[src/rtl/fnd_pkg.sv]
// -----------------------------------------------------------------------------
// fnd_pkg
// Shared types, constants and helpers for the 4-digit FND display blocks.
//   - digit_idx_t   : index of one of the NUM_DIGITS digits
//   - nibble_t      : one BCD digit
//   - blink_phase_t : on/off half of the blink period
//   - get_nibble    : extract digit idx from a packed BCD value
//   - nibble_invalid: nibble outside 0..9
//   - any_invalid   : any digit of a packed value outside 0..9
//   - lzb_blank     : digit idx and every digit above it are zero
// -----------------------------------------------------------------------------
package fnd_pkg;

    localparam int NUM_DIGITS = 4;
    localparam int BCD_W      = 4;
    localparam int SEL_W      = 2;
    localparam int VALUE_W    = NUM_DIGITS * BCD_W;

    typedef logic [SEL_W-1:0]   digit_idx_t;
    typedef logic [BCD_W-1:0]   nibble_t;
    typedef logic [VALUE_W-1:0] bcd_value_t;

    typedef enum logic {
        PHASE_ON  = 1'b0,
        PHASE_OFF = 1'b1
    } blink_phase_t;

    localparam digit_idx_t LAST_DIGIT = digit_idx_t'(NUM_DIGITS - 1);

    function automatic nibble_t get_nibble(input bcd_value_t value, input digit_idx_t idx);
        return value[int'(idx)*BCD_W +: BCD_W];
    endfunction

    function automatic logic nibble_invalid(input nibble_t nibble);
        return nibble > nibble_t'(9);
    endfunction

    function automatic logic any_invalid(input bcd_value_t value);
        logic bad;
        bad = 1'b0;
        for (int k = 0; k < NUM_DIGITS; k++) begin
            if (nibble_invalid(value[k*BCD_W +: BCD_W])) begin
                bad = 1'b1;
            end
        end
        return bad;
    endfunction

    // Digit 0 is never a leading zero; higher digits blank only when they and
    // every digit to their left are zero.
    function automatic logic lzb_blank(input bcd_value_t value, input digit_idx_t idx);
        logic upper_zero;
        upper_zero = 1'b1;
        for (int k = 0; k < NUM_DIGITS; k++) begin
            if (k >= int'(idx) && value[k*BCD_W +: BCD_W] != '0) begin
                upper_zero = 1'b0;
            end
        end
        return (idx != '0) && upper_zero;
    endfunction

endpackage

[src/rtl/fnd_tick_gen.sv]
// -----------------------------------------------------------------------------
// fnd_tick_gen
// Free-running prescaler: counts 0..DIV-1 and asserts o_tick for the single
// cycle in which the count equals DIV-1.
//   i_clk     : system clock, rising edge
//   i_reset_n : asynchronous active-low reset (count returns to 0)
//   o_tick    : one-cycle pulse every DIV clocks
// -----------------------------------------------------------------------------
module fnd_tick_gen #(
    parameter int DIV = 100_000
) (
    input  logic i_clk,
    input  logic i_reset_n,
    output logic o_tick
);

    localparam int CNT_W = (DIV > 1) ? $clog2(DIV) : 1;
    localparam logic [CNT_W-1:0] CNT_LAST = CNT_W'(DIV - 1);

    logic [CNT_W-1:0] r_cnt;
    logic             w_tick;

    assign w_tick = (r_cnt == CNT_LAST);
    assign o_tick = w_tick;

    // NOTE: sequential state is written only with non-blocking assignments so
    // every flop samples pre-edge values regardless of block ordering.
    always_ff @(posedge i_clk or negedge i_reset_n) begin
        if (!i_reset_n) begin
            r_cnt <= '0;
        end else if (w_tick) begin
            r_cnt <= '0;
        end else begin
            r_cnt <= r_cnt + CNT_W'(1);
        end
    end

endmodule

[src/rtl/fnd_scan_controller.sv]
// -----------------------------------------------------------------------------
// fnd_scan_controller
// Time-multiplexes a 4-digit packed BCD value onto the FND decoder. A new value
// is captured by i_load into a pending register and only becomes active at the
// digit 3 -> 0 step, so one frame never mixes two values.
//   i_clk, i_reset_n : clock / asynchronous active-low reset
//   i_bcd, i_load    : packed BCD value and its one-cycle capture strobe
//   i_display_on     : 0 blanks every digit
//   i_blink          : 1 blanks the whole display during the off blink phase
//   i_lzb            : 1 enables leading-zero blanking
//   o_digitSelect    : current digit index to the decoder
//   o_bcd            : nibble of the current digit (even when blanked)
//   o_blank          : decoder enable, 1 = dark
//   o_frame          : one-cycle pulse after a pending value is committed
//   o_err            : sticky, a committed nibble was above 9
// -----------------------------------------------------------------------------
module fnd_scan_controller
    import fnd_pkg::*;
#(
    parameter int CLK_HZ      = 100_000_000,
    parameter int SCAN_HZ     = 1_000,
    parameter int BLINK_TICKS = 500
) (
    input  logic               i_clk,
    input  logic               i_reset_n,
    input  logic [VALUE_W-1:0] i_bcd,
    input  logic               i_load,
    input  logic               i_display_on,
    input  logic               i_blink,
    input  logic               i_lzb,
    output logic [SEL_W-1:0]   o_digitSelect,
    output logic [BCD_W-1:0]   o_bcd,
    output logic               o_blank,
    output logic               o_frame,
    output logic               o_err
);

    localparam int DIV     = CLK_HZ / SCAN_HZ;
    localparam int BLINK_W = (BLINK_TICKS > 1) ? $clog2(BLINK_TICKS) : 1;
    localparam logic [BLINK_W-1:0] BLINK_LAST = BLINK_W'(BLINK_TICKS - 1);

    // Scan state
    logic                 w_tick;
    digit_idx_t           r_idx;
    bcd_value_t           r_active;
    bcd_value_t           r_pending;
    logic                 r_pend_flag;
    logic [BLINK_W-1:0]   r_blink_cnt;
    blink_phase_t         r_phase;

    // Registered outputs
    digit_idx_t           r_sel;
    nibble_t              r_bcd;
    logic                 r_blank;
    logic                 r_frame;
    logic                 r_err;

    // Next-state view used by the output registers
    digit_idx_t           w_next_idx;
    logic                 w_commit;
    bcd_value_t           w_next_active;
    logic                 w_blink_wrap;
    blink_phase_t         w_next_phase;
    nibble_t              w_next_nibble;
    logic                 w_next_blank;

    fnd_tick_gen #(
        .DIV (DIV)
    ) u_tick_gen (
        .i_clk     (i_clk),
        .i_reset_n (i_reset_n),
        .o_tick    (w_tick)
    );

    // Outputs are built from the values the state takes at this tick edge, so
    // the new digit and a freshly committed value appear together one clock
    // after the tick.
    // NOTE: every always_comb output gets a default first so no path can leave
    // it unassigned and infer a latch.
    always_comb begin
        w_next_idx    = r_idx;
        w_commit      = 1'b0;
        w_next_active = r_active;
        w_blink_wrap  = 1'b0;
        w_next_phase  = r_phase;

        if (w_tick) begin
            w_next_idx   = r_idx + digit_idx_t'(1);
            w_commit     = (r_idx == LAST_DIGIT) && r_pend_flag;
            w_blink_wrap = (r_blink_cnt == BLINK_LAST);
        end
        if (w_commit) begin
            w_next_active = r_pending;
        end
        if (w_blink_wrap) begin
            w_next_phase = (r_phase == PHASE_ON) ? PHASE_OFF : PHASE_ON;
        end

        w_next_nibble = get_nibble(w_next_active, w_next_idx);
        w_next_blank  = ~i_display_on
                      | (i_blink & (w_next_phase == PHASE_OFF))
                      | (i_lzb & lzb_blank(w_next_active, w_next_idx))
                      | nibble_invalid(w_next_nibble);
    end

    always_ff @(posedge i_clk or negedge i_reset_n) begin
        if (!i_reset_n) begin
            r_idx       <= '0;
            r_active    <= '0;
            r_pending   <= '0;
            r_pend_flag <= 1'b0;
            r_blink_cnt <= '0;
            r_phase     <= PHASE_ON;
            r_sel       <= '0;
            r_bcd       <= '0;
            r_blank     <= 1'b1;
            r_frame     <= 1'b0;
            r_err       <= 1'b0;
        end else begin
            r_active <= w_next_active;
            r_phase  <= w_next_phase;
            r_frame  <= w_commit;
            r_err    <= r_err | (w_commit & any_invalid(r_pending));

            // A load on the commit edge lands in pending after the old value
            // has been committed, and keeps the flag set for the next frame.
            if (i_load) begin
                r_pending   <= i_bcd;
                r_pend_flag <= 1'b1;
            end else if (w_commit) begin
                r_pend_flag <= 1'b0;
            end

            if (w_tick) begin
                r_idx       <= w_next_idx;
                r_blink_cnt <= w_blink_wrap ? '0 : r_blink_cnt + BLINK_W'(1);
                r_sel       <= w_next_idx;
                r_bcd       <= w_next_nibble;
                r_blank     <= w_next_blank;
            end
        end
    end

    assign o_digitSelect = r_sel;
    assign o_bcd         = r_bcd;
    assign o_blank       = r_blank;
    assign o_frame       = r_frame;
    assign o_err         = r_err;

endmodule

[config.mk]
export PLATFORM = sky130hd
export DESIGN_NAME = fnd_scan_controller
export DESIGN_NICKNAME = d
export VERILOG_FILES = /design/src/rtl/fnd_pkg.sv /design/src/rtl/fnd_tick_gen.sv /design/src/rtl/fnd_scan_controller.sv
export SDC_FILE = /design/constraint.sdc
export NUM_CORES = 1
export LEC_CHECK = 0
export CORE_MARGIN = 5
export CORE_UTILIZATION = 48
export DETAILED_ROUTE_END_ITERATION = 10
export PLACE_DENSITY = 0.67
export SLEW_MARGIN = 20
export SYNTH_ARGS = -nofsm -noshare
export SYNTH_HDL_FRONTEND = slang
export SYNTH_SLANG_ARGS = --single-unit
[constraint.sdc]
create_clock -name i_clk -period 3.5 [get_ports i_clk]
set_clock_uncertainty 0.2 [all_clocks]
set_input_delay 0.525 -clock i_clk [delete_from_list [all_inputs] [get_ports i_clk]]
set_output_delay 0.525 -clock i_clk [all_outputs]
set_load 0.02 [all_outputs]
==> metrics.yaml <==
status:
  status: "complete, no violations"
worst_setup_path:
  reg2regPathDepth: 8
  path_class: "flip-flop to flip-flop"
  cpMaxStageDelayCell: "and4_1"
  path_cells: "ha_1, and4_1, and4_1, nand2_4, mux2_4, mux4_2, nand2_1, nand2_1"
  required_ns: 3.54
  cp_top_family: "simple AND/OR/NAND/NOR gates"
  critPathCaptureType: "flip-flop"
  cp_max_fo: 13
  r2r_slack_ns: 0.67
  cp.arrival_ns: 2.87
  cp_num_buf_inv: 0
  slowest_delay_ns: 0.46
  r2r_start: "u_tick_gen.r_cnt[0]$_DFF_PN0_"
  r2r_end: "o_bcd[0]$_DFFE_PN0N_"
  cp-start-kind: "flip-flop"
floorplanning:
  floorplan.initialDensity: 0.498
  placementRows: 29
  dieArea_mm2: 0.00835
  die_x_um: 91.4
  core_mm2: 0.00639
  die_h_um: 91.4
  io_pins: 31
placed_design:
  dp_slack_ns: 0.667
  io_buffer_count: 30
  gp_congestion: 0.895
  dp_hpwl_mm: 4.80
  placed_cells_incl_taps: 384
hold_path:
  min_from: "u_tick_gen.r_cnt[0]$_DFF_PN0_"
  holdPathStages: 1
  holdPathEnd: "u_tick_gen.r_cnt[0]$_DFF_PN0_"
  min_path_type: "flip-flop to flip-flop"
cts:
  cts_tree: "yes"
  root_buffer: "clkbuf_8"
  numCtsBuffers: 9
  cts.clk_slew.worst_paths_ns: 0.07
  h-tree-depth: 3
  cts_setup_buffers: 0
  numClockSinks: 69
  clock_path_buffers: 2
  clk_latency_ns: 0.34
detailed_routing:
  wire_per_inst_um: 16.3
  first_pass_iters: 4
  ant_nets: 0
  vias_per_cell: 5.63
  wirelength_mm: 6.51
  drcViolationCount: 0
  drt_first_iter_violations: 95
  num_vias: 2250
logic_synthesis:
  synth_top_area_share: 0.535
  ys_types: 44
  synth_seq_area_share: 0.544
  syn_area_mm2: 0.00318
  synthArstFlopShare: 1.00
  yosys-top-cells-area: "dfrtp_1, mux2_2, nand2_1"
  yosys.area.top_type: "dfrtp_1"
  synth_fp_nets: 308
  synth-edff-count: 0
  avgSynthCellArea_um2: 11.2
  ys.flop_type: "dfrtp_1"
  synth-seq-cells: 69
  synth_most_common_cell: "dfrtp_1"
  syn_inst: 283
  synth_common_cells: "dfrtp_1, nand2_1, mux2_2, nor2_1, nand4_1"
  ys_warn_count: 0
layout:
  num-nets-final: 344
  drive_gt1_frac: 0.158
  finalNonFillerCells: 400
  syn_to_final_growth_pct: 16.9
  n_antenna_cell: 0
timing:
  fmax_ghz: 0.353
  fin_crit_sh: 0.810
  slew_headroom: 0.504
  setup_viol: 0
  period_needed_ns: 2.83
  worstMarginPinSlew_ns: 0.741
  maxSlewViolCount: 0
  finalHoldViolCount: 0
  rsz0062_at_grt: "false"
  final.setup.worst_slack_ns: 0.666
  tns_ns: 0
power_and_ir_drop:
  p_leak_uw: 0.00167
  intPower_uw: 1130
  p_sw_uw: 336
  p_seq_frac: 0.570
  p_comb_frac: 0.048
  power_density_mw_per_mm2: 394
  pwr-share-clk: 0.382
  irDropWorstVdd_mv: 0.240
  sw_frac_of_total: 0.230
grt:
  grt_max_degree: 41
  grtUsageTotal: 0.171
  grt_pass1_wl_mm: 11.4
  grt_antenna_before_repair: 0
  overflow: 0
  grt_pass1_vias: 2299
job:
  max-cap-violations: 0
==> logic make-up after synthesis <==
family	count (synthesis)	synth area share
AO/OA/AOI/OAI	36	0.0665
adder cells (fa/ha/maj)	3	0.0118
XOR/XNOR	20	0.0575
buffers and inverters	15	0.0252
multiplexers	29	0.110
flip-flops	69	0.544
AND/OR/NAND/NOR	111	0.185
==> cells in the final DEF, fill, tap and decap left out, types with 2 or more instances in the layout <==
cell	count
dfrtp_1	68
a31oi_1	3
clkinvlp_4	2
ha_1	3
clkbuf_8	10
and4bb_1	2
nand2_1	38
nor4_1	5
clkdlybuf4s50_1	29
or3_1	3
mux2_2	22
o22ai_1	2
xor2_1	9
a21o_1	2
inv_1	3
nor2_1	19
nand4_1	18
o21ai_0	16
o31ai_1	3
nand3_1	11
clkinv_2	2
and2_1	3
buf_4	4
xnor2_1	10
mux2i_1	2
and4_1	5
a21oi_1	6
inv_2	2
mux2_1	2
==> registers in the layout, summed over array words and instances, names as in the netlist <==
register / flops
r_blink_cnt: 9
r_pending: 16
u_tick_gen.r_cnt: 17
o_digitSelect: 2
o_bcd: 4
o_frame: 1
r_active: 16
o_blank: 1
r_pend_flag: 1
r_phase: 1
o_err: 1
==> timing repair <==
action                    in CTS  in global routing
hold buffers                   1                  0
hold endpoints to repair       8                  0
gates resized for setup        0                  0
==> metal layers <==
layer,wire (um),vias to the layer above,GRT usage,share of wire
met4,148,0,0.0782,0.023
met5,0,-,0,0
met2,3190,40,0.277,0.49
met1,2970,1115,0.223,0.46
met3,198,12,0.0322,0.030
li1,-,1083,-,-
==> power by group through the flow <==
stage               combinational (uW)  clock [uW]  sequential [uW]
finish                            69.8         559              834
floorplan                         27.0           0              841
global route                      78.0         618              836
CTS                               72.2         576              834
detailed placement                71.2           0              850
global placement                  70.0           0              849
==> how the worst max path moves through the flow <==
stage | depth (start not counted) | end | startpoint
finish | 8 | o_bcd[0]$_DFFE_PN0N_ | u_tick_gen.r_cnt[0]$_DFF_PN0_
global route | 8 | o_blank$_DFFE_PN1N_ | u_tick_gen.r_cnt[0]$_DFF_PN0_
CTS | 8 | o_bcd[0]$_DFFE_PN0N_ | u_tick_gen.r_cnt[0]$_DFF_PN0_
detailed placement | 8 | o_bcd[0]$_DFFE_PN0N_ | u_tick_gen.r_cnt[0]$_DFF_PN0_
global placement | 8 | o_bcd[0]$_DFFE_PN0N_ | u_tick_gen.r_cnt[0]$_DFF_PN0_
floorplan | 11 | o_bcd[0]$_DFFE_PN0N_ | u_tick_gen.r_cnt[0]$_DFF_PN0_
==> per-stage QoR <==
step           hold WS (ns)  total power (uW)   util  cell area [um2]
6_report              0.281              1460  0.582             3710
5_1_grt               0.317              1530  0.582             3710
4_1_cts               0.281              1480  0.582             3710
3_5_place_dp          0.267               921  0.554             3540
3_3_place_gp          0.258               919  0.554             3540
2_1_floorplan        0.0294               868      -             3180
==> final cells by class <==
cell class | instances | area (um2)
tap | 77 | 96.3
multi-input combinational | 199 | 1370
fill | 553 | 2670
inverter | 5 | 18.8
sequential | 69 | 1730
clock inverter | 4 | 25.0
timing repair buffer | 35 | 335
clock buffer | 11 | 141
(Power assumes the default switching activity.)
